**config.mk**
```make
export PLATFORM = sky130hd
export DESIGN_NAME = clock_divider_bank
export DESIGN_NICKNAME = d
export VERILOG_FILES = /design/src/rtl/clock_divider_pkg.sv /design/src/rtl/clock_divider_channel.sv /design/src/rtl/clock_divider_bank.sv
export SDC_FILE = /design/constraint.sdc
export NUM_CORES = 1
export LEC_CHECK = 0
export CORE_AREA = 2 2 239 241
export DETAILED_ROUTE_END_ITERATION = 7
export DIE_AREA = 0 0 241 243
export HOLD_SLACK_MARGIN = 0.05
export MAX_ROUTING_LAYER = met4
export PLACE_DENSITY = 0.72
export SLEW_MARGIN = 20
export SYNTH_ARGS = -nofsm -noshare
export SYNTH_HDL_FRONTEND = slang
export SYNTH_HIERARCHICAL = 1
export SYNTH_SLANG_ARGS = --single-unit
```
**constraint.sdc**
```tcl
create_clock -name Clock -period 3.3 [get_ports Clock]
set_input_delay 0.825 -clock Clock [delete_from_list [all_inputs] [get_ports Clock]]
set_output_delay 0.825 -clock Clock [all_outputs]
set_load 0.02 [all_outputs]
```
**src/rtl/clock_divider_pkg.sv**
```systemverilog
// Shared constants, helpers and state layout for the clock divider bank.
package clock_divider_pkg;

   localparam int unsigned CNT_WIDTH_DEFAULT = 32;
   localparam logic [31:0] DIV_DEFAULT       = 32'hC350;

   // Width of a channel index; never below one bit so a single-channel bank still has a port.
   function automatic int unsigned ch_idx_width(input int unsigned num_ch);
      return (num_ch > 1) ? $clog2(num_ch) : 1;
   endfunction

   // Per-channel state at the default counter width.
   typedef struct packed {
      logic [CNT_WIDTH_DEFAULT-1:0] cnt;
      logic [CNT_WIDTH_DEFAULT-1:0] d_act;
      logic [CNT_WIDTH_DEFAULT-1:0] d_sh;
      logic                         pending;
      logic                         clk;
      logic                         tick;
   } ch_state_t;

endpackage

```
**src/rtl/clock_divider_channel.sv**
```systemverilog
// One programmable divider channel: counter, shadow divisor with deferred apply, registered
// divided clock and tick strobe.
module clock_divider_channel
   import clock_divider_pkg::*;
#(
   parameter int unsigned          CNT_WIDTH   = CNT_WIDTH_DEFAULT,
   parameter logic [CNT_WIDTH-1:0] DEFAULT_DIV = CNT_WIDTH'(DIV_DEFAULT)
) (
   input  logic                 Clock,
   input  logic                 Reset,
   input  logic                 enable,
   input  logic                 sync_restart,
   input  logic                 load,
   input  logic [CNT_WIDTH-1:0] load_divisor,
   output logic                 divided_clock,
   output logic                 tick
);

   typedef struct packed {
      logic [CNT_WIDTH-1:0] cnt;
      logic [CNT_WIDTH-1:0] d_act;
      logic [CNT_WIDTH-1:0] d_sh;
      logic                 pending;
      logic                 clk;
      logic                 tick;
   } state_t;

   state_t               st_q, st_d;
   logic                 running;
   logic                 term;
   logic                 has_new;
   logic [CNT_WIDTH-1:0] new_div;

   // Next-state: restart beats terminal count beats counting; a same-edge load wins over
   // an older pending divisor.
   always_comb begin
      st_d      = st_q;
      st_d.tick = 1'b0;
      running   = enable && (st_q.d_act != '0);
      term      = running && (st_q.cnt == st_q.d_act - CNT_WIDTH'(1));
      has_new   = load || st_q.pending;
      new_div   = load ? load_divisor : st_q.d_sh;

      if (load) begin
         st_d.d_sh    = load_divisor;
         st_d.pending = 1'b1;
      end

      if (sync_restart) begin
         st_d.cnt = '0;
         st_d.clk = 1'b0;
         if (has_new) begin
            st_d.d_act   = new_div;
            st_d.pending = 1'b0;
         end
      end else if (!running) begin
         // Disabled or halted: outputs hold, but an already pending divisor goes live now.
         if (st_q.pending) begin
            st_d.d_act   = st_q.d_sh;
            st_d.cnt     = '0;
            st_d.pending = load;
         end
      end else if (term) begin
         st_d.cnt  = '0;
         st_d.clk  = ~st_q.clk;
         st_d.tick = 1'b1;
         if (has_new) begin
            st_d.d_act   = new_div;
            st_d.pending = 1'b0;
         end
      end else begin
         st_d.cnt = st_q.cnt + CNT_WIDTH'(1);
      end
   end

   // State register with asynchronous clear back to the default divisor.
   always_ff @(posedge Clock or posedge Reset) begin
      if (Reset) begin
         st_q <= '{cnt: '0, d_act: DEFAULT_DIV, d_sh: DEFAULT_DIV,
                   pending: 1'b0, clk: 1'b0, tick: 1'b0};
      end else begin
         st_q <= st_d;
      end
   end

   assign divided_clock = st_q.clk;
   assign tick          = st_q.tick;

endmodule

```
**src/rtl/clock_divider_bank.sv**
```systemverilog
// Bank of independent programmable clock dividers sharing one divisor load port.
module clock_divider_bank
   import clock_divider_pkg::*;
#(
   parameter int unsigned          NUM_CH      = 4,
   parameter int unsigned          CNT_WIDTH   = CNT_WIDTH_DEFAULT,
   parameter logic [CNT_WIDTH-1:0] DEFAULT_DIV = CNT_WIDTH'(DIV_DEFAULT)
) (
   input  logic                              Clock,
   input  logic                              Reset,
   input  logic [NUM_CH-1:0]                 Enable,
   input  logic                              SyncRestart,
   input  logic                              Load,
   input  logic [ch_idx_width(NUM_CH)-1:0]   LoadChannel,
   input  logic [CNT_WIDTH-1:0]              LoadDivisor,
   output logic [NUM_CH-1:0]                 DividedClock,
   output logic [NUM_CH-1:0]                 Tick
);

   localparam int unsigned CH_W = ch_idx_width(NUM_CH);

   logic [NUM_CH-1:0] ch_load;

   // Decode the load target; an index past the last channel matches nothing.
   always_comb begin
      ch_load = '0;
      for (int unsigned i = 0; i < NUM_CH; i++) begin
         ch_load[i] = Load && (LoadChannel == CH_W'(i));
      end
   end

   for (genvar g = 0; g < NUM_CH; g++) begin : g_ch
      clock_divider_channel #(
         .CNT_WIDTH   (CNT_WIDTH),
         .DEFAULT_DIV (DEFAULT_DIV)
      ) u_ch (
         .Clock         (Clock),
         .Reset         (Reset),
         .enable        (Enable[g]),
         .sync_restart  (SyncRestart),
         .load          (ch_load[g]),
         .load_divisor  (LoadDivisor),
         .divided_clock (DividedClock[g]),
         .tick          (Tick[g])
      );
   end

endmodule

```
# Word level (Yosys, flattened, before mapping)
# Cells that the tools add are included.
# Widths: inputs -> output; s select.
totals:
  reg_bits: 396
  elab_cells: 148
classes:
  n_addsub: 8
  n_eq_ne: 11
  mux: 60
  bitwise: 4
  n_reduce_logical: 41
op_table:
  columns: ["operator", "count"]
  rows:
  - ["$mux 64", 12]
  - ["$mux 32", 16]
  - ["$add 32x1->32 const B", 4]
  - ["$eq 32x32->1", 4]
  - ["$reduce_bool 32->1", 4]
  - ["$sub 32x1->32 const B", 4]
  - ["$mux 1", 20]
  - ["$mux 2", 8]
  - ["$reduce_and 2->1", 8]
  - ["$reduce_bool 2->1", 8]
  - ["$logic_and 1x1->1", 12]
  - ["$mux 3", 4]
  - ["$ne 3x3->1 const B", 4]
  - ["$reduce_bool 3->1", 4]
  - ["$eq 2x2->1 const B", 2]
  - ["$logic_or 1x1->1", 4]
  - ["$not 1->1", 4]
  - ["$eq 2x1->1 const B", 1]
  - ["$logic_not 2->1", 1]

# Logic depth before layout (Yosys ltp)
# Gate-level depths: netlist of the first run.
depth:
  ltp_word: 7
  depth_mapped: 15
  ltp_nobuf: 11

# Modules after synthesis
# Netlist of the first run, hierarchy kept.
modules_own_cells:
  columns: ["module", "n_inst", "cells_per_inst", "area_per_inst_um2", "seq_area_each_um2"]
  rows:
  - ["clock_divider_channel at g_ch[2].u_ch ...", 2, 630, 6244.7, 2492.4]
  - ["clock_divider_channel at g_ch[0].u_ch ...", 2, 628, 6183.4, 2492.4]
  - ["clock_divider_bank", 1, 4, 37.5, 0.0]

# Worst setup path before layout of the first run
# No wires, ideal clock.
synth_timing:
  path_type: "register to register"
  from: "reg g_ch[0].u_ch/st_q[35] (netlist bit)"
  to: "reg g_ch[0].u_ch/st_q[42] (netlist bit)"
  setup_ps: 125
  arrival_ps: 3262
  required_time_ps: 3175
  setup_slack_ps: -87
  path_stages_with_launch: 14
  path_cell_list: "dfrtp_1 -> clkbuf_1 -> inv_1 -> ha_1 -> nor3b_1 -> and4_1 -> a211oi_1 -> or3b_1 -> a2111oi_2 -> and4b_4 -> a211o_1 -> buf_6 -> buf_6 -> mux2_4"
synth_via:
  elab_chain_cells: 5
synth_rtl:
  columns: ["item", "line_no", "source"]
  rows:
  - ["start, declared", "clock_divider_channel.sv:28", "state_t st_q, st_d;"]
  - ["start signal, assigned", "clock_divider_channel.sv:79", "st_q <= '{cnt: '0, d_act: DEFAULT_DIV, d_sh: DEFAULT_DIV,"]
  - ["start signal, assigned", "clock_divider_channel.sv:82", "st_q <= st_d;"]
  - ["$sub 32x1->32 / $reduce_bool 32->1 (equally long branches)", "clock_divider_channel.sv:40, clock_divider_channel.sv:39", null]
  - ["$eq 32x32->1 / $logic_and 1x1->1 (equally long branches)", "clock_divider_channel.sv:40, clock_divider_channel.sv:39", null]
  - ["$logic_and 1x1->1", "clock_divider_channel.sv:40", "term = running && (st_q.cnt == st_q.d_act - CNT_WIDTH'(1));"]
  - ["$ne 3x3->1 (no line)", null, null]
  - ["$reduce_and 2->1 (no line)", null, null]
# Parallel ways exist; a longest one is shown, timed or not.
# A chain may end at the register's enable or synchronous reset.

# Final worst setup path of the first run
layout_timing:
  from: "reg g_ch[3].u_ch/st_q[37] (netlist bit)"
  to: "reg g_ch[3].u_ch/st_q[53] (netlist bit)"
layout_via:
  elab_chain_cells: 5
layout_rtl:
  columns: ["item", "line_no"]
  rows:
  - ["start, declared", "clock_divider_channel.sv:28"]
  - ["start signal, assigned", "clock_divider_channel.sv:79"]
  - ["start signal, assigned", "clock_divider_channel.sv:82"]
  - ["$sub 32x1->32 / $reduce_bool 32->1 (equally long branches)", "clock_divider_channel.sv:40, clock_divider_channel.sv:39"]
  - ["$eq 32x32->1 / $logic_and 1x1->1 (equally long branches)", "clock_divider_channel.sv:40, clock_divider_channel.sv:39"]
  - ["$logic_and 1x1->1", "clock_divider_channel.sv:40"]
  - ["$ne 3x3->1 (no line)", null]
  - ["$reduce_and 2->1 (no line)", null]
# Parallel ways exist; a longest one is shown, timed or not.

==> results of run 1 <==
## per-stage QoR
| step | setup slack, ns | hold slack [ns] |
|---|---|---|
| finish | 0.0596 | 0.519 |
| CTS | 0.00265 | 0.517 |
| floorplan | 0.0715 | 0.482 |
| detailed placement | -0.158 | 0.498 |
| global placement | -0.0905 | 0.493 |
| global route | -0.0700 | 0.536 |
## cells in the final DEF (no fill, tap or decap), drive strengths merged, types with 12 or more instances in the layout
master	count
ha	12
and4	18
o21ai	36
nand3b	12
nor3	62
inv	42
dfstp	48
nor2	242
xor2	122
nand4	62
nand2	124
clkdlybuf4s50	49
nor3b	13
xnor2	156
nand3	78
o22ai	252
buf	243
dfrtp	348
or3	22
nand4b	16
a21oi	172
nand2b	16
mux2	256
o31ai	12
clkbuf	71
clkinv	12
and3	25
nor4	64
## state kept, by name (all words and copies together) (netlist names)
| register | count |
|---|---|
| g_ch.u_ch/divided_clock | 4 |
| g_ch.u_ch/st_q | 388 |
| g_ch.u_ch/tick | 4 |
## worst max-delay path: stages, from the launching register on
cell and delay, ns:
dfrtp_1 0.41, buf_6 0.15, or4_4 0.56, nor4_4 0.28
xnor2_1 0.11, o22a_1 0.26, nor4_2 0.18, and4_1 0.23
and4b_4 0.26, a211o_4 0.19, clkbuf_16 0.21, mux2_4 0.30
## kinds of logic after synthesis
kind of cell / count (synthesis) / share of synthesized area, %
AND/OR/NAND/NOR: 798 / 17.9
AO/OA/AOI/OAI: 544 / 13.8
flip-flops: 396 / 40.0
XOR/XNOR: 278 / 9.78
multiplexers: 264 / 13.5
buffers and inverters: 228 / 4.38
adder cells (fa/ha/maj): 12 / 0.603
## power by group through the flow
stage,clock (W),combinational [W],sequential [W]
after global routing,0.00517,0.00549,0.00702
final,0.00488,0.00510,0.00691
after detailed placement,0,0.00470,0.00691
after global placement,0,0.00456,0.00685
after floorplan,0,0.00348,0.00648
after CTS,0.00499,0.00477,0.00685
## routing by layer
| metal | track usage (%) | vias up |
|---|---|---|
| li1 | - | 9604 |
| met1 | 35.0 | 10684 |
| met2 | 39.6 | 731 |
| met3 | 3.06 | 163 |
| met4 | 10.1 | 0 |
| met5 | - | - |
## repair_timing
item	in CTS	in global routing
setup buffers	1	18
resized for setup	20	80
cloned	1	8
setup endpoints to repair	161	234
pin swaps	7	25
## final timing paths
kind	start	to	slack, ns	cells past startpoint
worst max-delay path	g_ch[3].u_ch/st_q[37]	g_ch[3].u_ch/st_q[53]	0.06	11
worst min-delay path	g_ch[1].u_ch/st_q[24]	g_ch[1].u_ch/st_q[24]	0.52	1
worst max register to register	g_ch[3].u_ch/st_q[37]	g_ch[3].u_ch/st_q[53]	0.06	11
worst min register to register	g_ch[1].u_ch/st_q[24]	g_ch[1].u_ch/st_q[24]	0.52	1
max in group asynchronous	Reset	g_ch[2].u_ch/st_q[49]	1.64	3
min in group asynchronous	Reset	g_ch[3].u_ch/st_q[33]	0.99	2
## area by class of cell
type	count	area, um2
flip-flops and latches	396	9970
multi-input cells	1896	14300
inverters	48	195
clock inverters	15	144
clock buffers	65	1250
well taps	756	946
fillers	4921	26300
repair buffers	298	2780
==> metrics.txt, run 1 <==
outcome completed; Clk Latency, worst-skew pair roughly 0.6 ns; peak supply drop about 340 uV; DRC Markers 0; switching portion of total power between 30% and 40%; Iter 0 DRT Violations 1,693; fin crit share between 90 and 100%; P_leak about 12 nW; die area around 60,000 um2; clock-pin slew on the worst setup and hold paths ~0.060 ns; Final Max Slew Viols 0; Synth area leader dfrtp_1; largest net degree at the start of global routing 100; first-pass GRT wire length about 120,000 um; CTS tree built; WP data required roughly 3.8 ns; Final ANT Viol Nets 0; M1 WL between 30,000 and 40,000 um; die height around 240 um; CP Class reg2reg; total power roughly 0.017 W; Cell Rows 87; WL met2 approximately 35,000 um; Vias roughly 21,000; Synth cell types 71; clk_skew 0.0204 ns; area share of the leading cell type in the synthesized netlist approximately a third; Top Ports 50; Final Util between 50% and 60%; H-tree depth 2; Sw Pwr about 0.0057 W; RD Place Congestion approximately 0.95; met3 wire len roughly 4400 um; CTS root buffer clkbuf_16; DR top layer met4; share of cells above drive strength 1 about 27%; Commonest cells post-synth 348 x dfrtp_1, 252 x o22ai_1, 234 x nor2_1, 172 x a21oi_1, 156 x xnor2_1; Reg power frac 40.9%; Max Cap Viol 0; fmax roughly 300 MHz; Routed wire per std cell roughly 22 um; final setup violation count 0; CP Launch Type flip-flop; Syn Inst Count between 2,000 and 3,000; Final Critical Period 3.24 ns; most common cell in the netlist dfrtp_1; Post-Syn Area ~25,000 um2; Clk network pwr share 28.9%; slew at the pin closest to its max-slew limit slightly below 0.8 ns; drt total wl around 76,000 um; DP Area roughly 27,000 um2; Rel. slew slack 46.9%; WP data arrival between 3 and 4 ns; Pre-antenna DRT Iters 6; hold crit path type reg2reg; initial antenna violation count 0; final hold vios 0; async set-reset flop share out of synthesis 100%; setup TNS 0 ns; Seq/Total Area, Yosys approximately two fifths; Overflow after GRT 0; Yosys reg bits just under 400; Synth-to-Final Area Change 19.0%; n_diodes 0; DIE WIDTH ~240 um; Area contributors post-synth dfrtp_1 35%, mux2_4 6.5%, o22ai_1 6.3%, mux2_2 5.8%, xnor2_1 5.5%; Initial Util approximately 44%; post-layout net count 2,738; Syn Nets ~2,600; HPWL Detailed around 53,000 um; Port Buf Inserts just under 50; EDFF count, synth 0; total global-route track usage between 20% and 30%; Vias/cell between 6 and 7; Worst Setup End Kind flip-flop; clock sink total 396; vias in the first global route about 21,000; RSZ-0062 raised after global routing true; cts-stage hold buffer count 0; Post-Place Cells 3,366; Worst Path Max Fanout 10; post-synthesis average cell area a little under 10 um2; fin cells approximately 3,500; Top FF cell, synth dfrtp_1; Gate power share 30.2%; Int Pwr between 0.01 and 0.015 W; Finished Cell Area around 30,000 um2; core area around 56,000 um2; CTS max path bufs 3; CTS Buf Count 44; PwrDens 570 nW/um2; Ys Warns 6
Note: power is estimated with default switching activity, not from simulation.
==> run 2, diff against run 1 <==
Settings changed: MAX_ROUTING_LAYER met4 to default.
==> run 2 against run 1 <==
Against the previous run:
- sequential share of layout area fell by 0.24 points
- design area rose by 0.76%
- clock-buffer cell count fell by 7
- non-clock buffer count did not move
- via count rose by 0.21%
- first-iteration DRC count fell by 1.9%
- sequential power rose by 0.7%
- clock power rose by 10%
- clock skew fell by 0.0066 ns
- sequential cell count did not move
- largest cell class unchanged
- highest routed layer unchanged
==> metrics.txt, run 2 (synthesis gave the netlist of run 1 again) <==
Worst Setup End Kind flip-flop; post-layout net count 2,739 (+0.037%); commonest non-fill, non-tap cell in the layout dfrtp_1; Routed wire per std cell 21.8 um (-0.11%); Gate power share 29.4% (-0.8 points); CTS Buf Count 45 (+2.3%); cts-stage hold buffer count 0 (unchanged); commonest cells after routing, fill and taps aside 344 x dfrtp_1, 252 x o22ai_1, 230 x nor2_1; peak supply drop 421 uV (+25%); share of cells above drive strength 1 27.5% (+0.62 points); WP data arrival 3.71 ns (about the same); final setup violation count 0 (unchanged); CTS tree built; Cell Rows 87 (unchanged); n_diodes 0 (unchanged); vias in the first global route 21,208 (+1.5%); setup TNS 0 ns (unchanged); Port Buf Inserts 49 (unchanged); CP Launch Type flip-flop; RD Place Congestion 0.981 (+3.6%); Largest Register g_ch.u_ch/st_q; PwrDens 586 nW/um2 (+2.7%); DRC Markers 0 (unchanged); Slowest cell on crit path dfstp_2; Pre-antenna DRT Iters 6 (unchanged); Vias/cell 6.10 (about the same); outcome completed; Worst Path Max Fanout 13 (+3); clock-pin slew on the worst setup and hold paths 0.06 ns (about the same); Initial Util 44.5% (unchanged); Overflow after GRT 0 (unchanged); Setup WS pre-CTS -0.137 ns (+0.0209 ns); total global-route track usage 25.4% (-0.50 points); final hold vios 0 (unchanged); slew at the pin closest to its max-slew limit 0.836 ns (+0.0418 ns); hold crit path type reg2reg; largest net degree at the start of global routing 100 (unchanged); Int Pwr 0.0116 W (+3.6%); CTS root buffer clkbuf_16; storage element area 9970 um2 (about the same); die height 243 um (unchanged); fin crit share 97.9% (-0.30 points); HPWL Detailed 53,000 um (about the same); Top Ports 50 (unchanged); max reg flops 388 (unchanged); CP Class reg2reg; initial antenna violation count 1 (+1); area of the multi-input gates 14,400 um2 (+0.47%); core area 56,000 um2 (unchanged); clk_skew 0.0138 ns (-0.00662 ns); Clk network pwr share 30.8% (+1.9 points); Final Util 53.3% (+0.40 points); switching portion of total power 33.7% (-0.073 points); Final Max Slew Viols 0 (unchanged); DIE WIDTH 241 um (unchanged); Clk Latency, worst-skew pair 0.60 ns (about the same); Rel. slew slack 44.1% (-2.8 points); PnR worst setup slack 0.0695 ns (+0.00992 ns); Iter 0 DRT Violations 1,661 (-1.9%); Max Cap Viol 0 (unchanged); Synth-to-Final Area Change 19.9%; die area 58,600 um2 (unchanged); Sw Pwr 0.00588 W (+3.2%); Vias 21,226 (+0.21%); CTS max path bufs 3 (unchanged); first-pass GRT wire length 118,000 um (+1.1%); CP peak stage delay 0.61 ns (+0.05 ns); Final ANT Viol Nets 0 (unchanged); drt total wl 75,900 um (about the same); WP data required 3.78 ns (about the same); P_leak 11.7 nW (+1.2%); worst path cell trace nor3_1 -> buf_4 -> a311o_1 -> mux2i_1 -> nand2_1 -> a2111oi_4 -> and4_1 -> and4b_4 -> a211o_4 -> buf_16 -> mux2_4; hold slack 0.510 ns (-0.00903 ns); H-tree depth 2 (unchanged); number of fill cells 4,857 (-1.3%); Final Critical Period 3.23 ns (-0.00992 ns); Reg power frac 39.8% (-1.1 points); clock sink total 396 (unchanged); fmax 310 MHz (+0.31%); RSZ-0062 raised after global routing true
run 2: path summary, 6_finish.rpt:
| kind | startpoint | end | slack [ns] | cells after the start |
|---|---|---|---|---|
| setup / recovery | g_ch[0].u_ch/st_q[44] | g_ch[0].u_ch/st_q[51] | 0.07 | 11 |
| hold / removal | g_ch[2].u_ch/st_q[24] | g_ch[2].u_ch/st_q[24] | 0.51 | 1 |
| setup reg to reg | g_ch[0].u_ch/st_q[44] | g_ch[0].u_ch/st_q[51] | 0.07 | 11 |
| hold reg to reg | g_ch[2].u_ch/st_q[24] | g_ch[2].u_ch/st_q[24] | 0.51 | 1 |
| max in group asynchronous | Reset | g_ch[3].u_ch/st_q[43] | 1.55 | 3 |
| min in group asynchronous | Reset | g_ch[2].u_ch/st_q[40] | 0.99 | 2 |
run 2: per-layer routing:
metal	vias up	track usage (%)	routed length, um	share of wire [%]
met2	715	40.1	35100	46
met4	0	10.7	3020	4.0
met1	10727	34.9	33500	44
met5	-	0	0	0
met3	154	3.33	4330	5.7
li1	9630	-	-	-
run 2: power groups by stage:
stage | clock (W) | sequential, W | combinational (W)
3_5_place_dp | 0 | 0.00693 | 0.00474
4_1_cts | 0.00546 | 0.00687 | 0.00483
2_1_floorplan | 0 | 0.00648 | 0.00348
6_report | 0.00537 | 0.00696 | 0.00514
5_1_grt | 0.00568 | 0.00707 | 0.00552
3_3_place_gp | 0 | 0.00687 | 0.00458
run 2: worst max-delay path: cells and delay by family, from the launching register on:
kind | cells | cell delay, ns
DFF | 1 | 0.61
muxes | 2 | 0.54
buffers and inverters | 2 | 0.34
AOI/OAI and AO/OA | 3 | 0.86
and+or+nand+nor | 4 | 0.75
run 2: what timing repair did:
item	4_1_cts	5_1_grt
setup buffers	3	14
resized for setup	24	87
cloned	1	7
pin swaps	5	15
endpoints found under the setup margin	172	236
run 2: metrics by stage:
stage,cell area [um2],std cells,power (W)
after floorplan,24900,2520,0.00996
after global placement,27400,3369,0.0114
after detailed placement,27400,3369,0.0117
after CTS,29200,3457,0.0172
after global routing,29800,3478,0.0183
final,29800,3478,0.0175
run 2: layout make-up:
type / instances / share of cell area (%)
clock inverters: 26 / 1.10
multi-input cells: 1896 / 48.3
well taps: 756 / 3.17
inverters: 48 / 0.654
repair buffers: 298 / 9.22
flip-flops and latches: 396 / 33.4
clock buffers: 58 / 4.17
==> run 3, diff against run 2 <==
Settings changed: CAP_MARGIN from default to 30, CORE_AREA 2 2 239 241 to 2 2 319 321, DIE_AREA 0 0 241 243 to 0 0 321 323, PLACE_DENSITY 0.72 to 0.49.
==> run 3 against run 2 <==
Against the previous run:
- core utilization decreased by 23 points
- global-route usage is 10 points lower
- cell count up 17%
- first-iteration DRC count shrank 26%
- via count decreased by 3.2%
- sequential share of layout area decreased by 1.0 points
- worst setup slack lost 0.026 ns
- largest cell class unchanged
- clock skew up 0.0073 ns
- hold slack worse by 0.0018 ns
- non-clock buffer count grew 29
- total power about the same
==> metrics.txt, run 3 (synthesis gave the netlist of run 1 again) <==
post-layout net count 2,770 (+1.1%); outcome completed; DRC Markers 0 (unchanged); hold crit path type reg2reg; Final Max Slew Viols 0 (unchanged); fin cells 4,063 (+17%); H-tree depth 2 (unchanged); CP Class reg2reg; Routed wire per std cell 19.9 um (-8.7%); slew at the pin closest to its max-slew limit 0.918 ns (+0.0818 ns); Worst Path Max Fanout 13 (unchanged); clock-pin slew on the worst setup and hold paths 0.06 ns (about the same); CTS Buf Count 47 (+4.4%); initial antenna violation count 4 (+3); die height 323 um (+33%); die area 104,000 um2 (+77%); Clk Latency, worst-skew pair 0.60 ns (about the same); drt total wl 81,000 um (+6.7%); Overflow after GRT 0 (unchanged); Worst Setup End Kind flip-flop; CP peak stage delay 0.38 ns (-0.23 ns); Synth-to-Final Area Change 23.6%; CTS tree built; max reg flops 388 (unchanged); WP data required 3.78 ns (about the same); r2r startpoint g_ch[3].u_ch/st_q[35]; Top Ports 50 (unchanged); commonest cells after routing, fill and taps aside 341 x dfrtp_1, 252 x o22ai_1, 239 x buf_4; reg2reg end g_ch[3].u_ch/st_q[52]; share of cells above drive strength 1 28.4% (+0.89 points); RD Place Congestion 0.867 (-12%); Sw Pwr 0.00585 W (-0.60%); total global-route track usage 15.3% (-10 points); Rel. slew slack 38.3% (-5.8 points); PwrDens 568 nW/um2 (-3.0%); Post-Place Cells 3,944 (+17%); CTS max path bufs 3 (unchanged); final setup violation count 0 (unchanged); HPWL Detailed 57,100 um (+7.8%); core area 101,000 um2 (+80%); hold depth 1 (unchanged); Min-Delay Endpoint g_ch[3].u_ch/st_q[24]; largest net degree at the start of global routing 100 (unchanged); Cell Rows 117 (+34%); Largest Register g_ch.u_ch/st_q; Int Pwr 0.0116 W (+0.45%); Iter 0 DRT Violations 1,230 (-26%); total power 0.0175 W (about the same); Vias/cell 5.06 (-17%); vias in the first global route 20,265 (-4.4%); fmax 307 MHz (-0.81%); clock sink total 396 (unchanged); Slowest cell on crit path dfrtp_1; final hold vios 0 (unchanged); fin crit share 98.7% (+0.80 points); switching portion of total power 33.4% (-0.23 points); Clk network pwr share 30.7% (about the same); RSZ-0062 raised after global routing true; Max Cap Viol 0 (unchanged); Vias 20,542 (-3.2%); DIE WIDTH 321 um (+33%); peak supply drop 332 uV (-21%); CTS root buffer clkbuf_16; FF-to-FF path depth 13 (+2); clk_skew 0.0211 ns (+0.00730 ns); WP data arrival 3.74 ns (+0.03 ns); Final Critical Period 3.26 ns (+0.0265 ns); number of fill cells 10,476 (+120%); Port Buf Inserts 49 (unchanged); Final ANT Viol Nets 0 (unchanged); CP Launch Type flip-flop; P_leak 11.8 nW (+0.97%); Gate power share 30.1% (+0.7 points); Pre-antenna DRT Iters 5 (-1); commonest non-fill, non-tap cell in the layout dfrtp_1; first-pass GRT wire length 125,000 um (+5.6%); R2R Setup Slk 0.04 ns (-0.03 ns); HP Start g_ch[3].u_ch/st_q[24]; cts-stage hold buffer count 0 (unchanged); Initial Util 24.7% (-20 points); Reg power frac 39.2% (-0.6 points); worst path cell trace inv_2 -> ha_4 -> nor3b_4 -> buf_4 -> and4_4 -> nand2_1 -> or3_1 -> xnor2_1 -> and4_1 -> and4b_4 -> a211o_4 -> bufbuf_16 -> mux2_4
[run 3: worst max path at each step]
| stage | cells past startpoint | endpoint | start | slack [ns] |
|---|---|---|---|---|
| global route | 13 | g_ch[3].u_ch/st_q[52] | g_ch[3].u_ch/st_q[35] | -0.10 |
| finish | 13 | g_ch[3].u_ch/st_q[52] | g_ch[3].u_ch/st_q[35] | 0.04 |
| global placement | 11 | g_ch[0].u_ch/st_q[64] | g_ch[0].u_ch/st_q[46] | -0.02 |
| detailed placement | 12 | g_ch[3].u_ch/st_q[66] | g_ch[3].u_ch/st_q[35] | -0.06 |
| floorplan | 13 | g_ch[2].u_ch/st_q[42] | g_ch[2].u_ch/st_q[35] | 0.07 |
| CTS | 13 | g_ch[0].u_ch/st_q[55] | g_ch[0].u_ch/st_q[35] | 0.002 |
[run 3: through the flow]
| stage | hold WS (ns) | area, um2 | TNS [ns] | setup WS, ns | util (%) |
|---|---|---|---|---|---|
| finish | 0.508 | 30800 | 0 | 0.0430 | 30.6 |
| global route | 0.544 | 30800 | -1.57 | -0.101 | 30.6 |
| CTS | 0.511 | 30000 | 0 | 0.00204 | 29.8 |
| global placement | 0.491 | 28200 | -0.159 | -0.0183 | 28.0 |
| detailed placement | 0.497 | 28200 | -1.05 | -0.0581 | 28.0 |
| floorplan | 0.482 | 24900 | 0 | 0.0715 | - |
[run 3: what timing repair did]
| item | 4_1_cts | 5_1_grt |
|---|---|---|
| resized for setup | 24 | 89 |
| endpoints found under the hold margin | 0 | 0 |
| pin swaps | 10 | 30 |
| setup buffers | 6 | 18 |
| setup endpoints to repair | 72 | 214 |
| gates cloned | 2 | 6 |
[run 3: power groups by stage]
stage	Combinational [W]	Clock, W	Sequential [W]
2_1_floorplan	0.00348	0	0.00648
3_3_place_gp	0.00491	0	0.00686
3_5_place_dp	0.00494	0	0.00686
4_1_cts	0.00503	0.00554	0.00681
5_1_grt	0.00572	0.00573	0.00698
6_report	0.00526	0.00537	0.00686
[run 3: metal layers]
| metal | track usage (%) | wire [um] |
|---|---|---|
| met1 | 22.0 | 39300 |
| met2 | 24.3 | 36700 |
| met3 | 1.78 | 3180 |
| met4 | 4.02 | 1850 |
| met5 | 0 | 0 |
[run 3: critical path: cells and delay by family, from the launching register on]
kind                       cells  cell delay [ns]
xor gates and xnor gates       1             0.14
buffers and inverters          3             0.56
DFF                            1             0.38
muxes                          1             0.30
adders and majority gates      1             0.16
and+or+nand+nor                6             1.24
AOI/OAI and AO/OA              1             0.35
[run 3: final cells by class]
| type | count | area (um2) | area share [%] |
|---|---|---|---|
| inverters | 48 | 195 | 0.634 |
| well taps | 1309 | 1640 | 5.32 |
| repair buffers | 327 | 3010 | 9.79 |
| flip-flops and latches | 396 | 9980 | 32.4 |
| clock inverters | 16 | 194 | 0.630 |
| diodes | 1 | 2.50 | 0.00813 |
| multi-input cells | 1896 | 14400 | 46.8 |
| clock buffers | 70 | 1360 | 4.43 |
